<file path="src/rtl/cdb_arbiter.sv">
// Common-data-bus arbiter: grants up to two completing producers per cycle
// in round-robin order and registers the winners onto the two CDB slots.
module cdb_arbiter #(
  parameter int NUM_REQ = 4,
  parameter int TAG_W   = 32,
  parameter int DATA_W  = 32
) (
  input  logic                      clk,
  input  logic                      reset,
  input  logic                      flush,
  input  logic [NUM_REQ-1:0]        req_valid,
  input  logic [NUM_REQ*TAG_W-1:0]  req_tag,
  input  logic [NUM_REQ*DATA_W-1:0] req_value,
  output logic [NUM_REQ-1:0]        req_ready,
  output logic [TAG_W-1:0]          cdb_tag1,
  output logic [DATA_W-1:0]         cdb_value1,
  output logic [TAG_W-1:0]          cdb_tag2,
  output logic [DATA_W-1:0]         cdb_value2,
  output logic [31:0]               denied_count
);

  localparam int PTR_W = $clog2(NUM_REQ);
  localparam int CNT_W = $clog2(NUM_REQ + 1);

  // Round-robin scan position: pointer advanced by k, wrapping at NUM_REQ.
  function automatic logic [PTR_W-1:0] wrap_add(
    input logic [PTR_W-1:0] p,
    input int               k
  );
    int s;
    s = int'(p) + k;
    if (s >= NUM_REQ) s = s - NUM_REQ;
    return PTR_W'(s);
  endfunction

  // Index one past p, wrapping NUM_REQ-1 back to 0.
  function automatic logic [PTR_W-1:0] inc_wrap(
    input logic [PTR_W-1:0] p
  );
    return (p == PTR_W'(NUM_REQ - 1)) ? '0 : p + 1'b1;
  endfunction

  logic [PTR_W-1:0]   r_rr_ptr;
  logic [TAG_W-1:0]   r_tag1;
  logic [TAG_W-1:0]   r_tag2;
  logic [DATA_W-1:0]  r_val1;
  logic [DATA_W-1:0]  r_val2;
  logic [31:0]        r_denied;

  logic [NUM_REQ-1:0] w_elig;
  logic [NUM_REQ-1:0] w_zero;
  logic [NUM_REQ-1:0] w_gnt;
  logic               w_hit1;
  logic               w_hit2;
  logic [PTR_W-1:0]   w_idx1;
  logic [PTR_W-1:0]   w_idx2;
  logic [CNT_W-1:0]   w_elig_cnt;
  logic [CNT_W-1:0]   w_gnt_cnt;
  logic [32:0]        w_den_sum;
  logic [31:0]        w_denied_nxt;
  logic [PTR_W-1:0]   w_ptr_nxt;
  logic [TAG_W-1:0]   w_tag1;
  logic [TAG_W-1:0]   w_tag2;
  logic [DATA_W-1:0]  w_val1;
  logic [DATA_W-1:0]  w_val2;

  // Classify each requester: real broadcast vs zero-tag no-op.
  always_comb begin
    w_elig = '0;
    w_zero = '0;
    for (int i = 0; i < NUM_REQ; i++) begin
      w_zero[i] = req_valid[i] &&
                  (req_tag[i*TAG_W +: TAG_W] == '0);
      w_elig[i] = req_valid[i] &&
                  (req_tag[i*TAG_W +: TAG_W] != '0);
    end
  end

  // Scan from the pointer; first two eligible requesters win.
  always_comb begin
    w_hit1 = 1'b0;
    w_hit2 = 1'b0;
    w_idx1 = '0;
    w_idx2 = '0;
    if (!flush) begin
      for (int k = 0; k < NUM_REQ; k++) begin
        if (w_elig[wrap_add(r_rr_ptr, k)]) begin
          if (!w_hit1) begin
            w_hit1 = 1'b1;
            w_idx1 = wrap_add(r_rr_ptr, k);
          end else if (!w_hit2) begin
            w_hit2 = 1'b1;
            w_idx2 = wrap_add(r_rr_ptr, k);
          end
        end
      end
    end
  end

  // One-hot grant vector built from the two winning indices.
  always_comb begin
    w_gnt = '0;
    if (w_hit1) w_gnt[w_idx1] = 1'b1;
    if (w_hit2) w_gnt[w_idx2] = 1'b1;
  end

  // Accept winners and zero-tag no-ops; nothing during reset or flush.
  always_comb begin
    req_ready = '0;
    if (!reset && !flush) req_ready = w_gnt | w_zero;
  end

  // Slot payload mux; an empty slot carries tag 0 and value 0.
  always_comb begin
    w_tag1 = '0;
    w_val1 = '0;
    w_tag2 = '0;
    w_val2 = '0;
    if (w_hit1) begin
      w_tag1 = req_tag[w_idx1*TAG_W +: TAG_W];
      w_val1 = req_value[w_idx1*DATA_W +: DATA_W];
    end
    if (w_hit2) begin
      w_tag2 = req_tag[w_idx2*TAG_W +: TAG_W];
      w_val2 = req_value[w_idx2*DATA_W +: DATA_W];
    end
  end

  // Denied requester-cycles this cycle, added with saturation.
  always_comb begin
    w_elig_cnt = '0;
    for (int i = 0; i < NUM_REQ; i++) begin
      w_elig_cnt = w_elig_cnt + CNT_W'(w_elig[i]);
    end
    w_gnt_cnt    = CNT_W'(w_hit1) + CNT_W'(w_hit2);
    w_den_sum    = {1'b0, r_denied} +
                   33'(w_elig_cnt - w_gnt_cnt);
    w_denied_nxt = w_den_sum[32] ? 32'hFFFF_FFFF
                                 : w_den_sum[31:0];
  end

  // Pointer moves past the last winner; flush restarts it at 0.
  always_comb begin
    w_ptr_nxt = r_rr_ptr;
    if (flush)       w_ptr_nxt = '0;
    else if (w_hit2) w_ptr_nxt = inc_wrap(w_idx2);
    else if (w_hit1) w_ptr_nxt = inc_wrap(w_idx1);
  end

  // Register slots, pointer and denied counter.
  always_ff @(posedge clk or posedge reset) begin
    if (reset) begin
      r_rr_ptr <= '0;
      r_tag1   <= '0;
      r_val1   <= '0;
      r_tag2   <= '0;
      r_val2   <= '0;
      r_denied <= '0;
    end else begin
      r_rr_ptr <= w_ptr_nxt;
      r_tag1   <= w_tag1;
      r_val1   <= w_val1;
      r_tag2   <= w_tag2;
      r_val2   <= w_val2;
      if (!flush) r_denied <= w_denied_nxt;
    end
  end

  assign cdb_tag1     = r_tag1;
  assign cdb_value1   = r_val1;
  assign cdb_tag2     = r_tag2;
  assign cdb_value2   = r_val2;
  assign denied_count = r_denied;

  // Two producers must never broadcast the same tag together.
  a_dup_tag: assert property (
    @(posedge clk) disable iff (reset)
    (w_hit1 && w_hit2) |-> (w_tag1 != w_tag2)
  );

endmodule

</file>
<file path="config.mk">
export PLATFORM = sky130hd
export DESIGN_NAME = cdb_arbiter
export DESIGN_NICKNAME = d
export VERILOG_FILES = /design/src/rtl/cdb_arbiter.sv
export SDC_FILE = /design/constraint.sdc
export NUM_CORES = 1
export LEC_CHECK = 0
export ABC_CLOCK_PERIOD_IN_PS = 6700
export BUFFER_PORTS_ARGS = -buffer_cell sky130_fd_sc_hd__buf_2
export CORE_ASPECT_RATIO = 0.75
export CORE_MARGIN = 2
export CORE_UTILIZATION = 40
export DETAILED_ROUTE_END_ITERATION = 6
export GPL_TIMING_DRIVEN = 0
export PLACE_DENSITY_LB_ADDON = 0.12
export SLEW_MARGIN = 10
export SYNTH_ARGS = -nofsm -noshare
export SYNTH_HDL_FRONTEND = slang
export SYNTH_SLANG_ARGS = --single-unit
</file>
<file path="constraint.sdc">
create_clock -name clk -period 6.7 [get_ports clk]
set_clock_uncertainty 0.2 [all_clocks]
set_input_delay 0.67 -clock clk [delete_from_list [all_inputs] [get_ports clk]]
set_output_delay 0.67 -clock clk [all_outputs]
set_load 0.1 [all_outputs]
</file>
### Yosys cells after proc, flatten, opt, wreduce, memory -nomap -nowiden

Index checks and enable logic that the tools add are counted.

| storage, ports and cells | value |
|---|---|
| memories | 0 |
| latch bits | 0 |
| memory bits (read-only) | 0 |
| bits in registers | 162 |
| RAM bits | 0 |
| logic and storage cells | 132 |
| output and inout port bits | 164 |

| operators by class | value |
|---|---|
| shift operators | 4 |
| multiply operators | 0 |
| muxes and demuxes | 69 |
| bitwise operators | 2 |
| $lt $le $gt $ge | 12 |
| reduce and logical (&&, ||, !) cells | 22 |
| $add $sub $neg | 15 |
| eq/ne operators | 2 |
| divide/modulo/power cells | 0 |

Operator list:

| cell | count |
|---|---|
| variable part select 128 x 8 -> 32 bit | 4 |
| two-way mux 32 bit | 5 |
| logical NOT 32 bit | 4 |
| nonzero test 32 bit | 4 |
| two-way mux 2 bit | 31 |
| adder 32 x 33 -> 33 bit | 1 |
| two-way mux 1 bit | 24 |
| less-than comparator 2 x 3 -> 1 bit, second input constant | 6 |
| two-way mux 4 bit | 3 |
| logical AND 1 bit | 11 |
| >= comparator 3 bit, second input constant | 3 |
| binary-select mux 1 bit (select 2 bit) | 4 |
| OR 4 bit | 2 |
| subtractor 2 x 1 -> 2 bit, second input constant | 4 |
| adder 2 x 2 -> 3 bit, second input constant | 2 |
| adder 1 x 1 -> 2 bit | 2 |
| adder 2 x 1 -> 2 bit, second input constant | 2 |
| demux 1 bit (select 2 bit) | 2 |
| equality test 2 bit, second input constant | 2 |
| >= comparator 2 x 1 -> 1 bit, second input constant | 2 |
| subtractor 3 x 2 -> 4 bit | 1 |
| adder 2 x 1 -> 3 bit | 1 |
| adder 2 x 1 -> 3 bit, second input constant | 1 |
| adder 3 x 1 -> 3 bit | 1 |
| other kinds (3) | 4 |

### Depth between registers and ports, before layout

| logic depth | value |
|---|---|
| depth in word-level cells | 25 |
| depth in mapped cells | 25 |
| gate-level depth less buffers | 22 |

### Worst setup path after synthesis

Ideal clock, no wire load.

| timing | value |
|---|---|
| path kind | input to register |
| from | input port req_tag[91] |
| to | register r_denied[1], in the netlist denied_count[1] |
| stages on the path | 24 |
| library setup time | 0.145 ns |
| path buffers | 3 |
| slack | -1.463 ns |
| arrival | 7.818 ns |
| required time | 6.355 ns |
| cells stage by stage | nor4_1 > nand2_1 > o41ai_1 > clkbuf_1 > nor2_1 > o21a_1 > o221a_2 > clkbuf_1 > inv_1 > fa_1 > fa_1 > ha_1 > a21boi_1 > ha_1 > a21oi_1 > o21ai_0 > or3_1 > a211oi_1 > nor3_1 > o32ai_1 > o211ai_1 > o211ai_1 > clkbuf_1 > a22oi_1 |

| between the ends | value |
|---|---|
| word-level cells in the longest chain between the ends | 19 |
| elaborated cells on any way between the ends | 33 |
| those cells by class | add/sub (5); mux (26); reduce/logical (2) |

RTL lines:

| element | line | source |
|---|---|---|
| start, declared | 12 | `input logic [NUM_REQ*TAG_W-1:0] req_tag,` |
| nonzero test 32 bit (*) | 75 | `(req_tag[i*TAG_W +: TAG_W] != '0);` |
| logical AND 1 bit (*) | 74 | `w_elig[i] = req_valid[i] &&` |
| binary-select mux 1 bit (select 2 bit) | 87 | `if (w_elig[wrap_add(r_rr_ptr, k)]) begin` |
| two-way mux 1 bit (not written as such) | 87 |  |
| two-way mux 1 bit | 87 |  |
| two-way mux 1 bit | 85 | `if (!flush) begin` |
| two-way mux 1 bit | 88 | `if (!w_hit1) begin` |
| two-way mux 1 bit | 87 |  |
| [3 not listed] | n/a |  |
| two-way mux 1 bit | 85 |  |
| two-way mux 1 bit | 88 |  |
| two-way mux 1 bit | 87 |  |
| two-way mux 1 bit | 85 |  |
| adder 1 x 1 -> 2 bit | 135 | `w_gnt_cnt = CNT_W'(w_hit1) + CNT_W'(w_hit2);` |
| subtractor 3 x 2 -> 4 bit (*) | 137 | `33'(w_elig_cnt - w_gnt_cnt);` |
| adder 32 x 33 -> 33 bit (*) | 136 | `w_den_sum = {1'b0, r_denied} +` |
| two-way mux 32 bit (*) | 138 | `w_denied_nxt = w_den_sum[32] ? 32'hFFFF_FFFF` |
| end signal, assigned | 165 | `if (!flush) r_denied <= w_denied_nxt;` |
| end, declared | 48 | `logic [31:0] r_denied;` |

Every way passes the cells marked *; elsewhere a longest branch is shown, timed or not. The select of a mux whose other input is x is not followed.
A chain may end at the register's enable or synchronous reset.

### Worst setup path in the final report

| timing | value |
|---|---|
| from | input port req_tag[72] |
| to | register r_denied[29], in the netlist denied_count[29] |

Same word-level chain as after synthesis.

==> summary.txt <==
Timing
  – Final Hold Viols: 0
  – Slew headroom: a little under half
  – Period utilization: roughly 100%
  – Hold slack: about 0.1 ns
  – Slew @ Worst Pin: 0.818 ns
  – Setup violators final: 0
  – Setup ws final: roughly 0.10 ns
  – Slew Viols, Final: 0
  – Max Fclk: approximately 0.15 GHz
  – Tmin final: between 6 and 7 ns
  – Final TNS setup: 0 ns

Die
  – Die span in y: around 150 um
  – FP Rows: 52
  – Core footprint: approximately 27,000 sq um
  – Die X: 196 um
  – Starting density of the core: 40.8%
  – I/O Pins: between 400 and 500
  – Full die area: about 29,000 sq um

Synth
  – EDFF count, synth: 0
  – Syn Std Cell Area: about 11,000 sq um
  – Mean Syn Cell Area: approximately 11 sq um
  – Distinct cells, synth: 65
  – Seq/Total Area, Yosys: 36.8%
  – Synth Warn #: 0
  – Post-synth top flop: dfrtp_1
  – Syn nets: roughly 1,300
  – Synth top area share: between 30% and 40%
  – Number of synthesized register bits: roughly 160
  – Asr flop ratio synth: 100%
  – Leading area contributor after synthesis: dfrtp_1
  – Post-Syn Instances: roughly 1,000
  – Synth area leaders: dfrtp_1 (37%), mux4_2 (13%), mux2i_1 (12%)

Status
  – Status: complete, no violations

Placed design
  – Placed Cells: around 1,800
  – Number of port buffers: around 430
  – Setup Slack @ Placement: -1.70 ns
  – Hpwl dp: around 32,000 um
  – Global placement routability congestion: 0.907

CTS
  – Htree depth: 4
  – CTS tree: built
  – Root Driver: clkbuf_16
  – Clk slew on worst S/H paths: 0.06 ns
  – Later-pin clock latency in the skew report: 0.44 ns
  – CTS Hold Bufs: 0
  – CTS Buffer Depth: 2
  – CTS Buf Count: 17
  – Sink Count: ~160

GRT
  – Total global routing overflow: 0
  – Largest net degree at the start of global routing: 99
  – Vias in the first global route: approximately 10,000
  – Initial antenna violation count: 6
  – Total track usage: ~28%
  – First-pass GRT wire length: 61,000 um

Layout
  – Final core utilization: ~56%
  – Layout cells sized above 1: 45.0%
  – Layout Nets: around 1,800
  – Commonest cells after routing, fill and taps aside: buf_2 (434), dfrtp_1 (162), mux2i_1 (130), and2_1 (67)
  – Layout Cells excl Fill: about 1,800
  – Area growth syn-to-layout: 36.6%
  – Commonest non-fill, non-tap cell in the layout: buf_2

Setup path
  – Crit path from: req_tag[72]
  – Reg2reg end: cdb_tag2[26]
  – WS Path Type: in -> reg
  – Reg2Reg Depth: 11
  – R2r setup slk: about 2.6 ns
  – Worst r2r src: r_rr_ptr[1]
  – Worst setup endpoint: denied_count[29]
  – Crit. End Element: flop
  – Arrival time worst endpoint: approximately 6.7 ns
  – CP required: about 6.8 ns
  – Critical Path Source Type: primary input
  – Critical path peak fanout: 8

Route
  – TritonRoute pass-1 iters: 5
  – DRC: 0
  – Via count: approximately 10,000
  – Routed WL: slightly above 40,000 um
  – Wirelength per Cell: 22.7 um
  – DR vias/cell: roughly 5.7
  – Iter 0 DRT Violations: between 600 and 700
  – Antenna-violating nets left: 0

Min path
  – Worst min path class: in -> async

Power and ir drop
  – PwrDens: 495 nW/um^2
  – Leakage: 7.06 nW
  – Worst vdd ir: 0.286 mV

Job
  – Max-Cap Viols: 0
## metrics by stage
step,total power (W),area [sq um]
floorplan,0.00533,11200
global placement,0.00624,13700
detailed placement,0.00626,13800
CTS,0.00732,14600
global route,0.00779,15000
finish,0.00744,15000
## routing by layer
metal / track usage (%) / vias up / part of all wire [%]
met2: 44.6 / 512 / 47
met5: 0 / - / 0.019
li1: - / 4757 / -
met4: 8.70 / 2 / 2.4
met3: 6.14 / 63 / 7.7
met1: 37.8 / 5125 / 43
## registers in the layout, indices dropped and copies added (netlist names)
register and cells:
cdb_value2 32, r_rr_ptr 2, denied_count 32, cdb_tag1 32
cdb_value1 32, cdb_tag2 32
## critical path, stage by stage
cell       delay [ns]
buf_2            0.13
nor4_2           0.38
nand2_2          0.16
o41ai_4          0.38
clkbuf_8         0.23
nand2_1          0.10
o21a_1           0.13
o221a_4          0.27
inv_2            0.08
fa_1             0.43
fa_1             0.52
ha_4             0.20
fa_2             0.53
ha_1             0.24
a211o_1          0.37
a2111oi_4        0.46
o31ai_4          0.16
or4_4            0.57
nand4_1          0.13
a21bo_2          0.16
mux2i_1          0.22
a32oi_2          0.13
## where the power goes
part	switching, W	internal, W	total [W]
Clock	0.000442	0.000525	0.000967
Combinational	0.00362	0.00145	0.00507
Sequential	0.000144	0.00126	0.00141
## area by class of cell
cell class / instances / area [sq um]
Fill cell: 2441 / 12000
Sequential cell: 162 / 4050
Timing Repair Buffer: 456 / 2400
Tap cell: 351 / 439
Antenna cell: 5 / 12.5
Multi-Input combinational cell: 722 / 7080
Clock inverter: 11 / 106
Inverter: 31 / 126
Buffer: 63 / 359
Clock buffer: 21 / 450
## synthesized netlist by cell type (all sizes together), types with 4 or more instances
cell type / n
o21ai: 17
fa: 4
o21bai: 4
a21oi: 33
mux2i: 130
ha: 45
a2111oi: 4
a211oi: 4
nor4: 42
nor2: 26
nor3: 18
nand2b: 4
a21o: 11
xnor2: 12
a2bb2oi: 29
nand3: 13
inv: 28
dfrtp: 162
mux4: 65
nand2: 38
o211ai: 8
clkbuf: 35
a222oi: 4
a31oi: 6
o21a: 7
and2: 67
o41ai: 4
xor2: 17
buf: 31
o22ai: 65
## worst min path at each step
| stage | endpoint | cells after the start | startpoint | slack [ns] |
|---|---|---|---|---|
| finish | cdb_value1[31] | 2 | reset | 0.1 |
| global route | cdb_value2[28] | 2 | reset | 0.14 |
| CTS | cdb_value1[26] | 2 | reset | 0.11 |
| detailed placement | denied_count[29] | 2 | denied_count[29] | 0.35 |
| global placement | denied_count[30] | 2 | denied_count[30] | 0.34 |
| floorplan | cdb_tag2[30] | 2 | req_tag[30] | 0.65 |
## logic make-up (layout without fill, tap and decap cells)
logic type      after synthesis  after routing  share of synthesized area, %
compound gates              226            226                          14.9
flops                       162            162                          36.8
other cells                   0              5                             0
xor+xnor                     29             29                          2.31
simple gates                223            223                          10.9
fa+ha+maj                    49             49                          5.84
mux                         195            195                          25.1
buf+inv                      97            582                          4.08
## what timing repair did
action                                 CTS  global route
cloned                                   0             0
endpoints found under the hold margin    0             0
pin swaps                               11            27
buffers inserted                        11            17
gates resized for setup                 26            59
setup endpoints to repair               32            32
No activity file was read; power rests on OpenSTA's default activity.
